File: config.mk
export PLATFORM = sky130hd
export DESIGN_NAME = gmii_frame_gen_flat
export DESIGN_NICKNAME = d
export VERILOG_FILES = /design/src/rtl/gmii_frame_gen_if.sv /design/src/rtl/gmii_frame_gen.sv /design/src/flat_wrapper.sv
export SDC_FILE = /design/constraint.sdc
export NUM_CORES = 1
export LEC_CHECK = 0
export ABC_AREA = 1
export CORE_ASPECT_RATIO = 1.75
export CORE_UTILIZATION = 43
export CTS_CLUSTER_DIAMETER = 30
export DETAILED_ROUTE_END_ITERATION = 6
export PLACE_DENSITY = 0.64
export SYNTH_ARGS = -nofsm -noshare
export SYNTH_HDL_FRONTEND = slang
export SYNTH_SLANG_ARGS = --single-unit
export TNS_END_PERCENT = 100
File: constraint.sdc
create_clock -name gtx_clk -period 2.7 [get_ports gtx_clk]
set_input_delay 0.54 -clock gtx_clk [delete_from_list [all_inputs] [get_ports gtx_clk]]
set_output_delay 0.54 -clock gtx_clk [all_outputs]
set_load 0.03 [all_outputs]
File: src/rtl/gmii_frame_gen_if.sv
// GMII transmit bundle driven by the frame generator.
//
// Signals:
//   gmii_txd   - transmit data byte
//   gmii_tx_en - byte qualifier: gmii_txd carries frame data only while high
//   gmii_tx_er - transmit error (never asserted by this source)
//
// Handshake: gmii_tx_en acts as the valid; GMII has no ready, so the sink must
// accept a byte on every gtx_clk edge where gmii_tx_en is high. There is no
// backpressure and bytes inside a frame are strictly back-to-back.
interface gmii_frame_gen_if;
  logic [7:0] gmii_txd;
  logic       gmii_tx_en;
  logic       gmii_tx_er;

  modport master (output gmii_txd, output gmii_tx_en, output gmii_tx_er);
  modport slave  (input  gmii_txd, input  gmii_tx_en, input  gmii_tx_er);
endinterface

File: src/rtl/gmii_frame_gen.sv
// Ethernet test-frame source for one GMII input of the output multiplexer.
// Emits bursts of frames: preamble, SFD, 14-byte header, incrementing payload,
// CRC-32 FCS, then an inter-frame gap of idle bytes.
//
// Ports:
//   gtx_clk, gtx_resetn      - 125 MHz clock, synchronous active-low reset
//   start, stop              - one-cycle burst control pulses
//   frame_len, ifg_len       - frame bytes (dst MAC..FCS) and IFG bytes, clamped
//   frame_count              - frames per burst, 0 = run until stop
//   dst_mac, src_mac,
//   ethertype                - header fields, most-significant byte sent first
//   gmii                     - GMII transmit bundle (registered outputs)
//   busy, done               - burst active / one-cycle end-of-burst pulse
//   frames_sent              - frames completed since reset (wraps)
//   dbg_state                - current FSM state for observation
module gmii_frame_gen #(
  parameter int C_MAX_FRAME_LEN = 9018,
  parameter int C_MIN_IFG       = 12
) (
  input  logic                    gtx_clk,
  input  logic                    gtx_resetn,
  input  logic                    start,
  input  logic                    stop,
  input  logic [15:0]             frame_len,
  input  logic [7:0]              ifg_len,
  input  logic [31:0]             frame_count,
  input  logic [47:0]             dst_mac,
  input  logic [47:0]             src_mac,
  input  logic [15:0]             ethertype,
  gmii_frame_gen_if.master        gmii,
  output logic                    busy,
  output logic                    done,
  output logic [31:0]             frames_sent,
  output logic [2:0]              dbg_state
);

  localparam logic [15:0] MAX_LEN = 16'(C_MAX_FRAME_LEN);
  localparam logic [7:0]  MIN_IFG = 8'(C_MIN_IFG);

  typedef enum logic [2:0] {
    S_IDLE,
    S_PREAMBLE,
    S_SFD,
    S_HEADER,
    S_PAYLOAD,
    S_FCS,
    S_IFG
  } state_t;

  // One byte of reflected CRC-32 (poly 0x04C11DB7 reflected = 0xEDB88320).
  function automatic logic [31:0] crc_byte(input logic [31:0] c, input logic [7:0] b);
    logic [31:0] r;
    r = c ^ {24'h0, b};
    for (int i = 0; i < 8; i++) begin
      r = r[0] ? ((r >> 1) ^ 32'hEDB8_8320) : (r >> 1);
    end
    return r;
  endfunction

  state_t       state_q, state_d;
  logic [15:0]  cnt_q, cnt_d;
  logic [15:0]  len_q, len_d;
  logic [7:0]   ifg_q, ifg_d;
  logic [31:0]  fc_q, fc_d;
  logic [31:0]  burst_cnt_q, burst_cnt_d;
  logic [111:0] hdr_q, hdr_d;
  logic [31:0]  crc_q, crc_d;
  logic         stop_pend_q, stop_pend_d;
  logic [7:0]   txd_q, txd_d;
  logic         tx_en_q, tx_en_d;
  logic         busy_q, busy_d;
  logic         done_q, done_d;
  logic [31:0]  frames_sent_q, frames_sent_d;

  logic         latch_frame;
  logic [7:0]   data_byte;
  logic [31:0]  fcs;

  always_comb begin
    state_d       = state_q;
    cnt_d         = cnt_q + 16'd1;
    len_d         = len_q;
    ifg_d         = ifg_q;
    fc_d          = fc_q;
    burst_cnt_d   = burst_cnt_q;
    hdr_d         = hdr_q;
    crc_d         = crc_q;
    stop_pend_d   = stop_pend_q | (stop & (state_q != S_IDLE));
    txd_d         = 8'h00;
    tx_en_d       = 1'b0;
    done_d        = 1'b0;
    frames_sent_d = frames_sent_q;
    latch_frame   = 1'b0;
    data_byte     = 8'h00;
    fcs           = ~crc_q;

    case (state_q)
      S_IDLE: begin
        cnt_d       = 16'd0;
        stop_pend_d = 1'b0;
        if (start) begin
          state_d     = S_PREAMBLE;
          fc_d        = frame_count;
          burst_cnt_d = 32'd0;
          latch_frame = 1'b1;
        end
      end
      S_PREAMBLE: begin
        txd_d   = 8'h55;
        tx_en_d = 1'b1;
        if (cnt_q == 16'd6) begin
          state_d = S_SFD;
          cnt_d   = 16'd0;
        end
      end
      S_SFD: begin
        txd_d   = 8'hD5;
        tx_en_d = 1'b1;
        crc_d   = 32'hFFFF_FFFF;
        state_d = S_HEADER;
        cnt_d   = 16'd0;
      end
      S_HEADER: begin
        // Header shifts out MSB-first, so the next byte is always the top one.
        data_byte = hdr_q[111:104];
        txd_d     = data_byte;
        tx_en_d   = 1'b1;
        hdr_d     = {hdr_q[103:0], 8'h00};
        crc_d     = crc_byte(crc_q, data_byte);
        if (cnt_q == 16'd13) begin
          state_d = S_PAYLOAD;
          cnt_d   = 16'd0;
        end
      end
      S_PAYLOAD: begin
        data_byte = cnt_q[7:0];
        txd_d     = data_byte;
        tx_en_d   = 1'b1;
        crc_d     = crc_byte(crc_q, data_byte);
        // Payload is frame length minus 14 header and 4 FCS bytes.
        if (cnt_q == len_q - 16'd19) begin
          state_d = S_FCS;
          cnt_d   = 16'd0;
        end
      end
      S_FCS: begin
        tx_en_d = 1'b1;
        case (cnt_q[1:0])
          2'd0:    txd_d = fcs[7:0];
          2'd1:    txd_d = fcs[15:8];
          2'd2:    txd_d = fcs[23:16];
          default: txd_d = fcs[31:24];
        endcase
        if (cnt_q == 16'd3) begin
          state_d       = S_IFG;
          cnt_d         = 16'd0;
          frames_sent_d = frames_sent_q + 32'd1;
          burst_cnt_d   = burst_cnt_q + 32'd1;
        end
      end
      S_IFG: begin
        if (cnt_q == {8'h00, ifg_q} - 16'd1) begin
          cnt_d = 16'd0;
          if (stop_pend_q || stop || (fc_q != 32'd0 && burst_cnt_q == fc_q)) begin
            state_d = S_IDLE;
            done_d  = 1'b1;
          end else begin
            state_d     = S_PREAMBLE;
            latch_frame = 1'b1;
          end
        end
      end
      default: begin
        state_d = S_IDLE;
      end
    endcase

    // Frame parameters are frozen at preamble entry so mid-frame config
    // writes only take effect on the next frame.
    if (latch_frame) begin
      if (frame_len < 16'd64)        len_d = 16'd64;
      else if (frame_len > MAX_LEN)  len_d = MAX_LEN;
      else                           len_d = frame_len;
      ifg_d = (ifg_len < MIN_IFG) ? MIN_IFG : ifg_len;
      hdr_d = {dst_mac, src_mac, ethertype};
    end

    busy_d = (state_d != S_IDLE);
  end

  always_ff @(posedge gtx_clk) begin
    if (!gtx_resetn) begin
      state_q       <= S_IDLE;
      cnt_q         <= 16'd0;
      len_q         <= 16'd64;
      ifg_q         <= MIN_IFG;
      fc_q          <= 32'd0;
      burst_cnt_q   <= 32'd0;
      hdr_q         <= '0;
      crc_q         <= 32'hFFFF_FFFF;
      stop_pend_q   <= 1'b0;
      txd_q         <= 8'h00;
      tx_en_q       <= 1'b0;
      busy_q        <= 1'b0;
      done_q        <= 1'b0;
      frames_sent_q <= 32'd0;
    end else begin
      state_q       <= state_d;
      cnt_q         <= cnt_d;
      len_q         <= len_d;
      ifg_q         <= ifg_d;
      fc_q          <= fc_d;
      burst_cnt_q   <= burst_cnt_d;
      hdr_q         <= hdr_d;
      crc_q         <= crc_d;
      stop_pend_q   <= stop_pend_d;
      txd_q         <= txd_d;
      tx_en_q       <= tx_en_d;
      busy_q        <= busy_d;
      done_q        <= done_d;
      frames_sent_q <= frames_sent_d;
    end
  end

  assign gmii.gmii_txd   = txd_q;
  assign gmii.gmii_tx_en = tx_en_q;
  assign gmii.gmii_tx_er = 1'b0;
  assign busy            = busy_q;
  assign done            = done_q;
  assign frames_sent     = frames_sent_q;
  assign dbg_state       = state_q;

endmodule

File: src/flat_wrapper.sv
// flat-port wrapper written by rule: the top's interface ports become plain ports
module gmii_frame_gen_flat 
#(
  parameter int C_MAX_FRAME_LEN = 9018,
  parameter int C_MIN_IFG       = 12
)
  (gtx_clk, gtx_resetn, start, stop, frame_len, ifg_len, frame_count, dst_mac, src_mac, ethertype, busy, done, frames_sent, dbg_state, gmii_gmii_txd, gmii_gmii_tx_en, gmii_gmii_tx_er);
  gmii_frame_gen_if gmii_i ();
  input  logic gtx_clk;
  input  logic gtx_resetn;
  input  logic start;
  input  logic stop;
  input  logic [15:0] frame_len;
  input  logic [7:0] ifg_len;
  input  logic [31:0] frame_count;
  input  logic [47:0] dst_mac;
  input  logic [47:0] src_mac;
  input  logic [15:0] ethertype;
  output logic busy;
  output logic done;
  output logic [31:0] frames_sent;
  output logic [2:0] dbg_state;
  output wire logic [$bits(gmii_i.gmii_txd)-1:0] gmii_gmii_txd;
  output wire logic [$bits(gmii_i.gmii_tx_en)-1:0] gmii_gmii_tx_en;
  output wire logic [$bits(gmii_i.gmii_tx_er)-1:0] gmii_gmii_tx_er;
  assign gmii_gmii_txd = gmii_i.gmii_txd;
  assign gmii_gmii_tx_en = gmii_i.gmii_tx_en;
  assign gmii_gmii_tx_er = gmii_i.gmii_tx_er;
  gmii_frame_gen #(.C_MAX_FRAME_LEN(C_MAX_FRAME_LEN), .C_MIN_IFG(C_MIN_IFG)) u_core (.gtx_clk(gtx_clk), .gtx_resetn(gtx_resetn), .start(start), .stop(stop), .frame_len(frame_len), .ifg_len(ifg_len), .frame_count(frame_count), .dst_mac(dst_mac), .src_mac(src_mac), .ethertype(ethertype), .gmii(gmii_i), .busy(busy), .done(done), .frames_sent(frames_sent), .dbg_state(dbg_state));
endmodule
==> results.yml, run 1 <==
die:
  floorplan.die.height_um: 268
  io-pin-count: 219
  start_util_pct: 43.4
  die-area_um2: 41100
  die_width_um: 154
  placementRows: 97
  fp.coreArea_um2: 39900
drt:
  via_per_inst: 5.12
  wl_um: 57600
  wire_per_inst_um: 16.4
  vias: 18000
  antenna_violating_nets_post_route: 0
  first_iter_violations: 1079
  detailedRoute.firstPassIterationCount: 5
  remaining_drc_errors: 0
placement:
  pre_cts_ws_ns: 0.103
  total_of_buffers_placed_on_input_and_output_ports: 217
  hpwlAfterDp_um: 42100
  placed_cells: 3410
  gp_routability_congestion: 0.918
global_routing:
  grt_remaining_overflow: 0
  grt.total_usage_pct: 27.6
  first_pass_grt_wire_length_um: 89800
  vias_in_the_first_global_route: 17500
  grt_start_max_net_pins: 115
  grt_antenna_before_repair: 0
logic_synthesis:
  yosys.area_share.xor_xnor_pct: 9.13
  synth_compound_area_share_pct: 10.1
  area_share_of_the_largest_cell_type_after_synthesis_pct: 34.1
  yosysWarnings: 0
  largest_family_of_logic_cells_by_synthesized_area: "simple AND/OR/NAND/NOR gates"
  synth_top_area_cell: "dfxtp_1"
  synth.avg_cell_area_um2: 6.30
  ys_seq_area_share_pct: 34.1
  syn_area_um2: 17300
  synth.area.top_cells: "dfxtp_1, nand2_1, nor2_1"
  synth_simple_gate_area_share_pct: 36.5
  yosys_most_used_dff: "dfxtp_1"
  synth.distinct_cells: 52
  synth_edf_count: 0
  ys_async_rst_share_pct: 0
  post_synth_mux_area_share_pct: 0
  post_synthesis_instance_total: 2750
  ys_seq_elements: 295
  net_count_after_synthesis: 2930
  synth-adder-area-share_pct: 0.577
finish:
  layout.cells.most_common_list: "nand2_1, nor2_1, dfxtp_1"
  post-route-util_pct: 56.2
  final-instance-count-excl-fill: 3515
  number_of_nets_in_the_layout: 3156
  antennaDiodeCount: 0
  area_growth_syn_to_layout_pct: 29.4
  post_route_cells_drive_above_1_share_pct: 7.65
  mostFrequentLayoutCell: "nand2_1"
critical_path:
  path_class: "reg -> reg"
  r2r-start: "u_core.cnt_q[10]"
  crit_path_end_kind: "flop"
  r2r-end: "u_core.frames_sent[23]"
  reg2reg_depth: 12
  critical_path.startpoint_type: "flop"
  required_time_of_the_critical_path_ns: 3.16
  reg2reg_setup_slack_ns: 0.17
  arrival_ns: 3.00
  crit_path_max_fanout: 9
power:
  internal_power_mw: 10.4
  power_per_cell_area_nw_per_um2: 624
  switchingPower_mw: 3.60
  comb_power_share_pct: 11.8
  cellLeakagePower_nw: 9.47
  seq_power_share_pct: 33.4
  vdd_drop_max_uv: 546
  power.switching_fraction_pct: 25.7
  p_clk_share_pct: 54.8
flow_run:
  max_cap_viol_count: 0
clock_tree:
  cts_tree: "done"
  max-clock-path-buffers: 3
  root_buffer: "clkbuf_16"
  clock_sink_count: 295
  clock_tree.htree_level_count: 2
  clock_insertion_delay_worst_skew_ns: 0.58
  clk_pin_slew_ns: 0.05
  numCtsBuffers: 53
  cts_hold_buffers: 0
timing:
  worstMarginPinSlew_ns: 0.738
  rel_slew_slack_pct: 50.4
  final-setup-viol-count: 0
  setup-tns-final_ns: 0
  max_clock_freq_ghz: 0.394
  finalWorstSetupSlack_ns: 0.165
  min_period_over_period_pct: 93.9
  final.min_clock_period_ns: 2.53
  worst_clock_skew_ns: 0.0203
  hold_slack_ns: 0.412
  final_hold_viol_count: 0
  final-max-slew-violation-count: 0
hold_path:
  worstHoldEndpoint: "u_core.frames_sent[23]"
  hold_path.class: "in -> reg"
  worst_hold_startpoint: "gtx_resetn"
  whs_path_depth: 3
run_status:
  status: "complete, no violations"
-- final cells by class --
class | instances | area [µm²]
tap | 495 | 619
clock buffer | 57 | 1400
fill | 3900 | 17500
inverter | 293 | 1110
clock inverter | 42 | 647
timing repair inverter | 1 | 7.51
multi-input combinational | 2044 | 9850
timing repair buffer | 288 | 2880
sequential | 295 | 5910
-- stage by stage --
stage	instance area (µm²)	total power, mW
2_1_floorplan	17300	5.72
3_3_place_gp	20200	6.33
3_5_place_dp	20200	6.35
4_1_cts	22200	14.0
5_1_grt	22400	14.5
6_report	22400	14.0
-- worst max path at each step --
stage | from | to | slack, ns | cells after the start
6_report | u_core.cnt_q[10] | u_core.frames_sent[23] | 0.17 | 12
5_1_grt | u_core.ifg_q[0] | u_core.len_q[10] | -0.008 | 15
4_1_cts | u_core.cnt_q[10] | u_core.frames_sent[23] | 0.05 | 12
3_5_place_dp | u_core.cnt_q[10] | u_core.frames_sent[23] | 0.10 | 12
3_3_place_gp | u_core.cnt_q[10] | u_core.frames_sent[23] | 0.13 | 12
2_1_floorplan | u_core.ifg_q[0] | u_core.hdr_q[32] | 0.50 | 15
-- logic make-up after synthesis --
group                      after synthesis
and+or+nand+nor                       1541
buffers and inverters                  412
AOI/OAI and AO/OA                      325
DFF                                    295
xor gates and xnor gates               168
adders and majority gates                8
other                                    1
-- power by group through the flow --
stage          Clock (mW)  Sequential, mW  Combinational [mW]
2_1_floorplan           0            4.74               0.989
4_1_cts              7.78            4.67                1.60
5_1_grt              7.98            4.69                1.84
6_report             7.68            4.67                1.65
3_3_place_gp            0            4.76                1.57
3_5_place_dp            0            4.76                1.59
-- Yosys cell counts (all sizes together), types with 13 or more instances --
cell type and n:
a21oi 153, a31oi 13, clkbuf 65, o21ai 119, nor2 488, dfxtp 295
inv 290, buf 54, or2 13, nand4 52, xor2 118, nor3 49
nand2 787, nand3 120, nor4 17, xnor2 49
-- critical path, cell delays in order (launching register included) --
cell     delay [ns]
dfxtp_1        0.35
inv_1          0.16
nand2_1        0.07
nor2_1         0.12
nand2_1        0.16
inv_2          0.16
nand3_4        0.20
nor2_1         0.27
nand4_1        0.25
nor4_1         0.46
nand2_1        0.09
nand2_1        0.08
nor2_1         0.04
-- per-layer routing --
| layer | wire [µm] | up-vias | global-route usage [%] |
|---|---|---|---|
| met5 | 0 | - | 0 |
| met4 | 3660 | 0 | 16.9 |
| met3 | 2490 | 192 | 3.66 |
| met2 | 30700 | 525 | 53.4 |
| met1 | 20700 | 8183 | 27.5 |
| li1 | - | 9111 | - |
-- timing repair --
item / 4_1_cts / 5_1_grt
gates resized for setup: 0 / 22
buffers inserted: 0 / 1
endpoints found under the hold margin: 0 / 0
setup endpoints to repair: 0 / 150
-- registers in the layout (all words and copies together) (netlist names) --
name                    cells
u_core.hdr_q              112
u_core.burst_cnt_q         32
u_core.crc_q               32
u_core.fc_q                32
u_core.frames_sent         32
u_core.cnt_q               16
u_core.len_q               16
u_core.gmii.gmii_txd        8
u_core.ifg_q                8
u_core.dbg_state            3
u_core.busy                 1
u_core.done                 1
u_core.gmii.gmii_tx_en      1
u_core.stop_pend_q          1
No activity file was read; power rests on OpenSTA's default activity.
==> run 2: changes to the inputs <==
--- a/config.mk
+++ b/config.mk
@@ -7,10 +7,11 @@
 export LEC_CHECK = 0
 export ABC_AREA = 1
 export CORE_ASPECT_RATIO = 1.75
+export CORE_MARGIN = 2
 export CORE_UTILIZATION = 43
 export CTS_CLUSTER_DIAMETER = 30
 export DETAILED_ROUTE_END_ITERATION = 6
-export PLACE_DENSITY = 0.64
+export PLACE_DENSITY = 0.67
 export SYNTH_ARGS = -nofsm -noshare
 export SYNTH_HDL_FRONTEND = slang
 export SYNTH_SLANG_ARGS = --single-unit
==> constraint.sdc (replaced) <==
create_clock -name gtx_clk -period 2.2 [get_ports gtx_clk]
set_input_delay 0.44 -clock gtx_clk [delete_from_list [all_inputs] [get_ports gtx_clk]]
set_output_delay 0.44 -clock gtx_clk [all_outputs]
set_load 0.03 [all_outputs]
==> run 2 against run 1 <==
  * The flow now finishes with violations (setup timing)
  * Critical endpoint is now u_core.len_q[2]
  * Sequential power increased by 23%
  * Worst hold slack got worse by 0.041 ns
  * Clock skew increased by 0.0025 ns
==> results.yml, run 2 (synthesis results as in run 1) <==
run_status:
  status: "complete, but fails checks"
  violations: "setup timing"
global_routing:
  first_pass_grt_wire_length_um: 94400
  grt_antenna_before_repair: 5
  vias_in_the_first_global_route: 18900
  grt.total_usage_pct: 28.1
  grt_remaining_overflow: 0
  grt_start_max_net_pins: 95
critical_path:
  arrival_ns: 2.96
  reg2reg_setup_slack_ns: -0.26
  reg2reg_depth: 16
  critical_path.startpoint_type: "flop"
  timing.critical_path.to: "u_core.len_q[2]"
  r2r-start: "u_core.ifg_q[0]"
  critical_path.slowest_cell: "dfxtp_2"
  crit_path_max_fanout: 8
  required_time_of_the_critical_path_ns: 2.70
  r2r-end: "u_core.len_q[2]"
  worst_setup_path_startpoint: "u_core.ifg_q[0]"
  crit_chain: "inv_2 -> buf_4 -> buf_4 -> nand3_2 -> nor2_4 -> xor2_2 -> nand3_2 -> nor2_4 -> nand3_4 -> buf_8 -> buf_12 -> nand2_8 -> buf_12 -> buf_16 -> o21ai_1 -> a21oi_1"
  cp_slowest_stage_delay_ns: 0.33
  path_class: "reg -> reg"
  crit_path_end_kind: "flop"
timing:
  final-setup-viol-count: 155
  final.min_clock_period_ns: 2.46
  min_period_over_period_pct: 112
  worstMarginPinSlew_ns: 0.658
  max_clock_freq_ghz: 0.406
  rsz0062_at_grt: "true"
  worst_clock_skew_ns: 0.0228
  finalWorstSetupSlack_ns: -0.262
  rel_slew_slack_pct: 55.8
  final_hold_viol_count: 0
  hold_slack_ns: 0.371
  final-max-slew-violation-count: 0
finish:
  area_growth_syn_to_layout_pct: 47.2
  post_route_cells_drive_above_1_share_pct: 20.0
  registers.top_by_ff_count: "u_core.hdr_q"
  largest_reg_flops: 112
  final-instance-count-excl-fill: 3782
  mostFrequentLayoutCell: "nand2_1"
  finalInstanceArea_um2: 25500
  number_of_nets_in_the_layout: 3419
  layout.cells.most_common_list: "nand2_1, nor2_1, buf_4"
clock_tree:
  clk_pin_slew_ns: 0.05
  root_buffer: "clkbuf_16"
  clock_tree.htree_level_count: 2
  clock_insertion_delay_worst_skew_ns: 0.59
  numCtsBuffers: 56
  cts_tree: "done"
  clock_sink_count: 295
  max-clock-path-buffers: 3
drt:
  first_iter_violations: 1014
  remaining_drc_errors: 0
  detailedRoute.firstPassIterationCount: 5
  via_per_inst: 5.12
  vias: 19400
  antenna_violating_nets_post_route: 0
  wl_um: 61400
  wire_per_inst_um: 16.2
power:
  cellLeakagePower_nw: 11.2
  comb_power_share_pct: 14.9
  seq_power_share_pct: 32.9
  power.switching_fraction_pct: 26.2
  p_clk_share_pct: 52.2
  power_per_cell_area_nw_per_um2: 684
  switchingPower_mw: 4.57
  vdd_drop_max_uv: 588
  internal_power_mw: 12.9
flow_run:
  max_cap_viol_count: 0
hold_path:
  hold_path.class: "in -> reg"
  whs_path_depth: 3
die:
  placementRows: 97
  start_util_pct: 43.4
  io-pin-count: 219
  floorplan.die.height_um: 270
  die-area_um2: 42000
  fp.coreArea_um2: 39900
  die_width_um: 156
placement:
  hpwlAfterDp_um: 44000
  total_of_buffers_placed_on_input_and_output_ports: 217
  gp_routability_congestion: 0.954
  placed_cells: 3611
  pre_cts_ws_ns: -0.369
  dpl_cell_area_um2: 21800
==> run 2: power groups by stage <==
stage / clock network [mW] / registers [mW] / logic [mW]
after floorplan: 0 / 5.81 / 1.21
after global placement: 0 / 5.82 / 2.14
after detailed placement: 0 / 5.83 / 2.18
after CTS: 9.22 / 5.72 / 2.42
after global routing: 9.45 / 5.75 / 2.84
final: 9.11 / 5.74 / 2.60
==> run 2: worst max-delay path, delay by kind of cell, from the launching register on <==
family                 cells  cell delay (ns)
AO/OA/AOI/OAI              2             0.25
buffers and inverters      7             0.79
AND/OR/NAND/NOR            6             0.79
flip-flops                 1             0.33
XOR/XNOR                   1             0.21
==> run 2: worst min-delay path by stage <==
stage / from / endpoint / slack (ns)
floorplan: u_core.len_q[15] / u_core.len_q[15] / 0.43
global placement: u_core.len_q[15] / u_core.len_q[15] / 0.44
detailed placement: u_core.len_q[15] / u_core.len_q[15] / 0.44
CTS: gtx_resetn / u_core.gmii.gmii_tx_en / 0.36
global route: gtx_resetn / u_core.fc_q[7] / 0.40
finish: gtx_resetn / u_core.dbg_state[1] / 0.37
==> run 2: metrics by stage <==
stage	total power [mW]	TNS [ns]	utilization, %
finish	17.4	-24.87	63.9
global route	18.0	-47.49	63.9
CTS	17.4	-21.23	61.5
detailed placement	8.01	-41.21	54.5
global placement	7.96	-32.74	54.5
floorplan	7.03	0	-
==> run 2: routing by layer <==
layer,up-vias,part of all wire [%],track usage [%]
met1,8834,35,27.6
li1,9641,-,-
met5,-,0.049,0
met3,268,4.5,4.39
met4,4,7.8,19.7
met2,634,53,52.6
==> run 2: area by class of cell <==
class | count | area (µm²)
well taps | 495 | 619
flip-flops and latches | 295 | 5920
fillers | 3592 | 14400
inverters | 293 | 1120
multi-input cells | 2044 | 10600
diodes | 3 | 7.51
clock buffers | 69 | 1550
repair buffers | 549 | 5250
clock inverters | 34 | 454
==> run 2: repair_timing <==
action | in CTS | in global routing
setup buffers | 23 | 33
resized for setup | 88 | 213
hold buffers | 0 | 0
cloned | 11 | 3
pin swaps | 46 | 57
endpoints found under the setup margin | 200 | 208
==> run 3: changes to the inputs <==
--- a/config.mk
+++ b/config.mk
@@ -7,7 +7,6 @@
 export LEC_CHECK = 0
 export ABC_AREA = 1
 export CORE_ASPECT_RATIO = 1.75
-export CORE_MARGIN = 2
 export CORE_UTILIZATION = 43
 export CTS_CLUSTER_DIAMETER = 30
 export DETAILED_ROUTE_END_ITERATION = 6
==> run 3 against run 2 <==
  * The flow still finishes with violations (setup timing)
  * Core utilization shrank 2.8 points
  * Sequential share of layout area up 1.0 points
  * Combinational power decreased by 11%
  * Highest routed layer is now met4
==> results.yml, run 3 (synthesis results as in run 1) <==
clock_tree:
  numCtsBuffers: 56
  cts_hold_buffers: 0
  clock_tree.htree_level_count: 2
  root_buffer: "clkbuf_16"
  clock_sink_count: 295
  max-clock-path-buffers: 3
  clk_pin_slew_ns: 0.06
  clock_insertion_delay_worst_skew_ns: 0.58
  cts_tree: "done"
timing:
  final_hold_viol_count: 0
  final-max-slew-violation-count: 0
  worst_clock_skew_ns: 0.0195
  final-setup-viol-count: 142
  finalWorstSetupSlack_ns: -0.186
  rsz0062_at_grt: "true"
  min_period_over_period_pct: 108
  rel_slew_slack_pct: 56.3
  max_clock_freq_ghz: 0.419
  final.min_clock_period_ns: 2.39
  worstMarginPinSlew_ns: 0.655
drt:
  antenna_violating_nets_post_route: 0
  vias: 18900
  remaining_drc_errors: 0
  first_iter_violations: 1001
  via_per_inst: 5.10
  wire_per_inst_um: 16.2
  detailedRoute.firstPassIterationCount: 5
  wl_um: 59900
power:
  power_per_cell_area_nw_per_um2: 699
  cellLeakagePower_nw: 10.6
  vdd_drop_max_uv: 720
finish:
  final-instance-count-excl-fill: 3704
  number_of_nets_in_the_layout: 3339
  mostFrequentLayoutCell: "nand2_1"
  area_growth_syn_to_layout_pct: 40.8
  largest_reg_flops: 112
  layout.cells.most_common_list: "nand2_1, nor2_1, dfxtp_1"
  post-route-util_pct: 61.1
  finalInstanceArea_um2: 24400
  registers.top_by_ff_count: "u_core.hdr_q"
  post_route_cells_drive_above_1_share_pct: 16.1
hold_path:
  hold_path.class: "in -> reg"
  whs_path_depth: 3
  worstHoldEndpoint: "u_core.crc_q[27]"
  worst_hold_startpoint: "gtx_resetn"
die:
  io-pin-count: 219
  fp.coreArea_um2: 39900
  floorplan.die.height_um: 268
  die-area_um2: 41100
  start_util_pct: 43.4
  die_width_um: 154
  placementRows: 97
critical_path:
  cp_slowest_stage_delay_ns: 0.32
  reg2reg_depth: 15
  arrival_ns: 2.85
  crit_chain: "buf_4 -> nor2_4 -> nand3_4 -> nor2_2 -> xor2_1 -> nand3_1 -> nor2_2 -> nand3_4 -> buf_12 -> nand3_4 -> buf_12 -> clkbuf_16 -> nor2_1 -> nor2_1 -> nor2_1"
  critical_path.slowest_cell: "dfxtp_2"
  r2r-start: "u_core.ifg_q[1]"
  crit_path_max_fanout: 13
  reg2reg_setup_slack_ns: -0.19
  crit_path_end_kind: "flop"
  required_time_of_the_critical_path_ns: 2.66
  path_class: "reg -> reg"
  r2r-end: "u_core.hdr_q[46]"
  critical_path.startpoint_type: "flop"
flow_run:
  max_cap_viol_count: 0
global_routing:
  grt.total_usage_pct: 28.3
  first_pass_grt_wire_length_um: 92400
  grt_remaining_overflow: 0
  vias_in_the_first_global_route: 18500
  grt_start_max_net_pins: 62
  grt_antenna_before_repair: 3
placement:
  placed_cells: 3573
  hpwlAfterDp_um: 44300
  dpl_cell_area_um2: 21600
  gp_routability_congestion: 0.960
  total_of_buffers_placed_on_input_and_output_ports: 217
  pre_cts_ws_ns: -0.242
run_status:
  status: "complete, but fails checks"
  violations: "setup timing"
[run 3: stage by stage]
stage          hold WS [ns]  power, mW  setup TNS, ns
2_1_floorplan         0.430       7.03              0
3_5_place_dp          0.467       7.95         -26.11
5_1_grt               0.366       17.7         -30.26
6_report              0.370       17.1         -15.40
3_3_place_gp          0.451       7.91         -21.73
4_1_cts               0.336       17.0         -11.10
[run 3: per-layer routing]
layer	routed length [µm]	track usage [%]	share of wire [%]	up-vias
met1	22000	28.5	37	8664
met2	31700	54.1	53	550
met5	0	0	0	-
met3	2210	3.37	3.7	207
li1	-	-	-	9477
met4	4030	19.2	6.7	0
[run 3: timing repair]
item                       CTS  global route
cloned                       1             6
setup endpoints to repair  179           197
buffers inserted             9             8
pin swaps                   14            79
resized for setup           44           123
[run 3: report_power, final]
group	total [mW]	internal, mW	switching [mW]
clock	9.01	5.79	3.22
sequential	5.73	5.58	0.154
combinational	2.32	1.07	1.26
total	17.1	12.4	4.62
[run 3: worst max path at each step]
stage               startpoint               end  cells past startpoint
3_3_place_gp   u_core.ifg_q[1]  u_core.hdr_q[30]                     14
5_1_grt        u_core.ifg_q[0]  u_core.hdr_q[80]                     18
2_1_floorplan  u_core.ifg_q[0]  u_core.hdr_q[32]                     15
6_report       u_core.ifg_q[1]  u_core.hdr_q[46]                     15
3_5_place_dp   u_core.ifg_q[1]  u_core.hdr_q[14]                     14
4_1_cts        u_core.ifg_q[1]  u_core.hdr_q[55]                     17
[run 3: worst max-delay path: cells and delay by family, from the launching register on]
family / cells / cell delay [ns]
XOR/XNOR: 1 / 0.22
buffers and inverters: 4 / 0.62
AND/OR/NAND/NOR: 10 / 1.10
flip-flops: 1 / 0.32
[run 3: final cells by class]
class | count | area [µm²]
fill | 3688 | 15500
multi-input combinational | 2043 | 10300
sequential | 295 | 5920
timing repair buffer | 470 | 4520
clock buffer | 65 | 1500
inverter | 293 | 1110
tap | 495 | 619
clock inverter | 39 | 483
antenna | 4 | 10.0
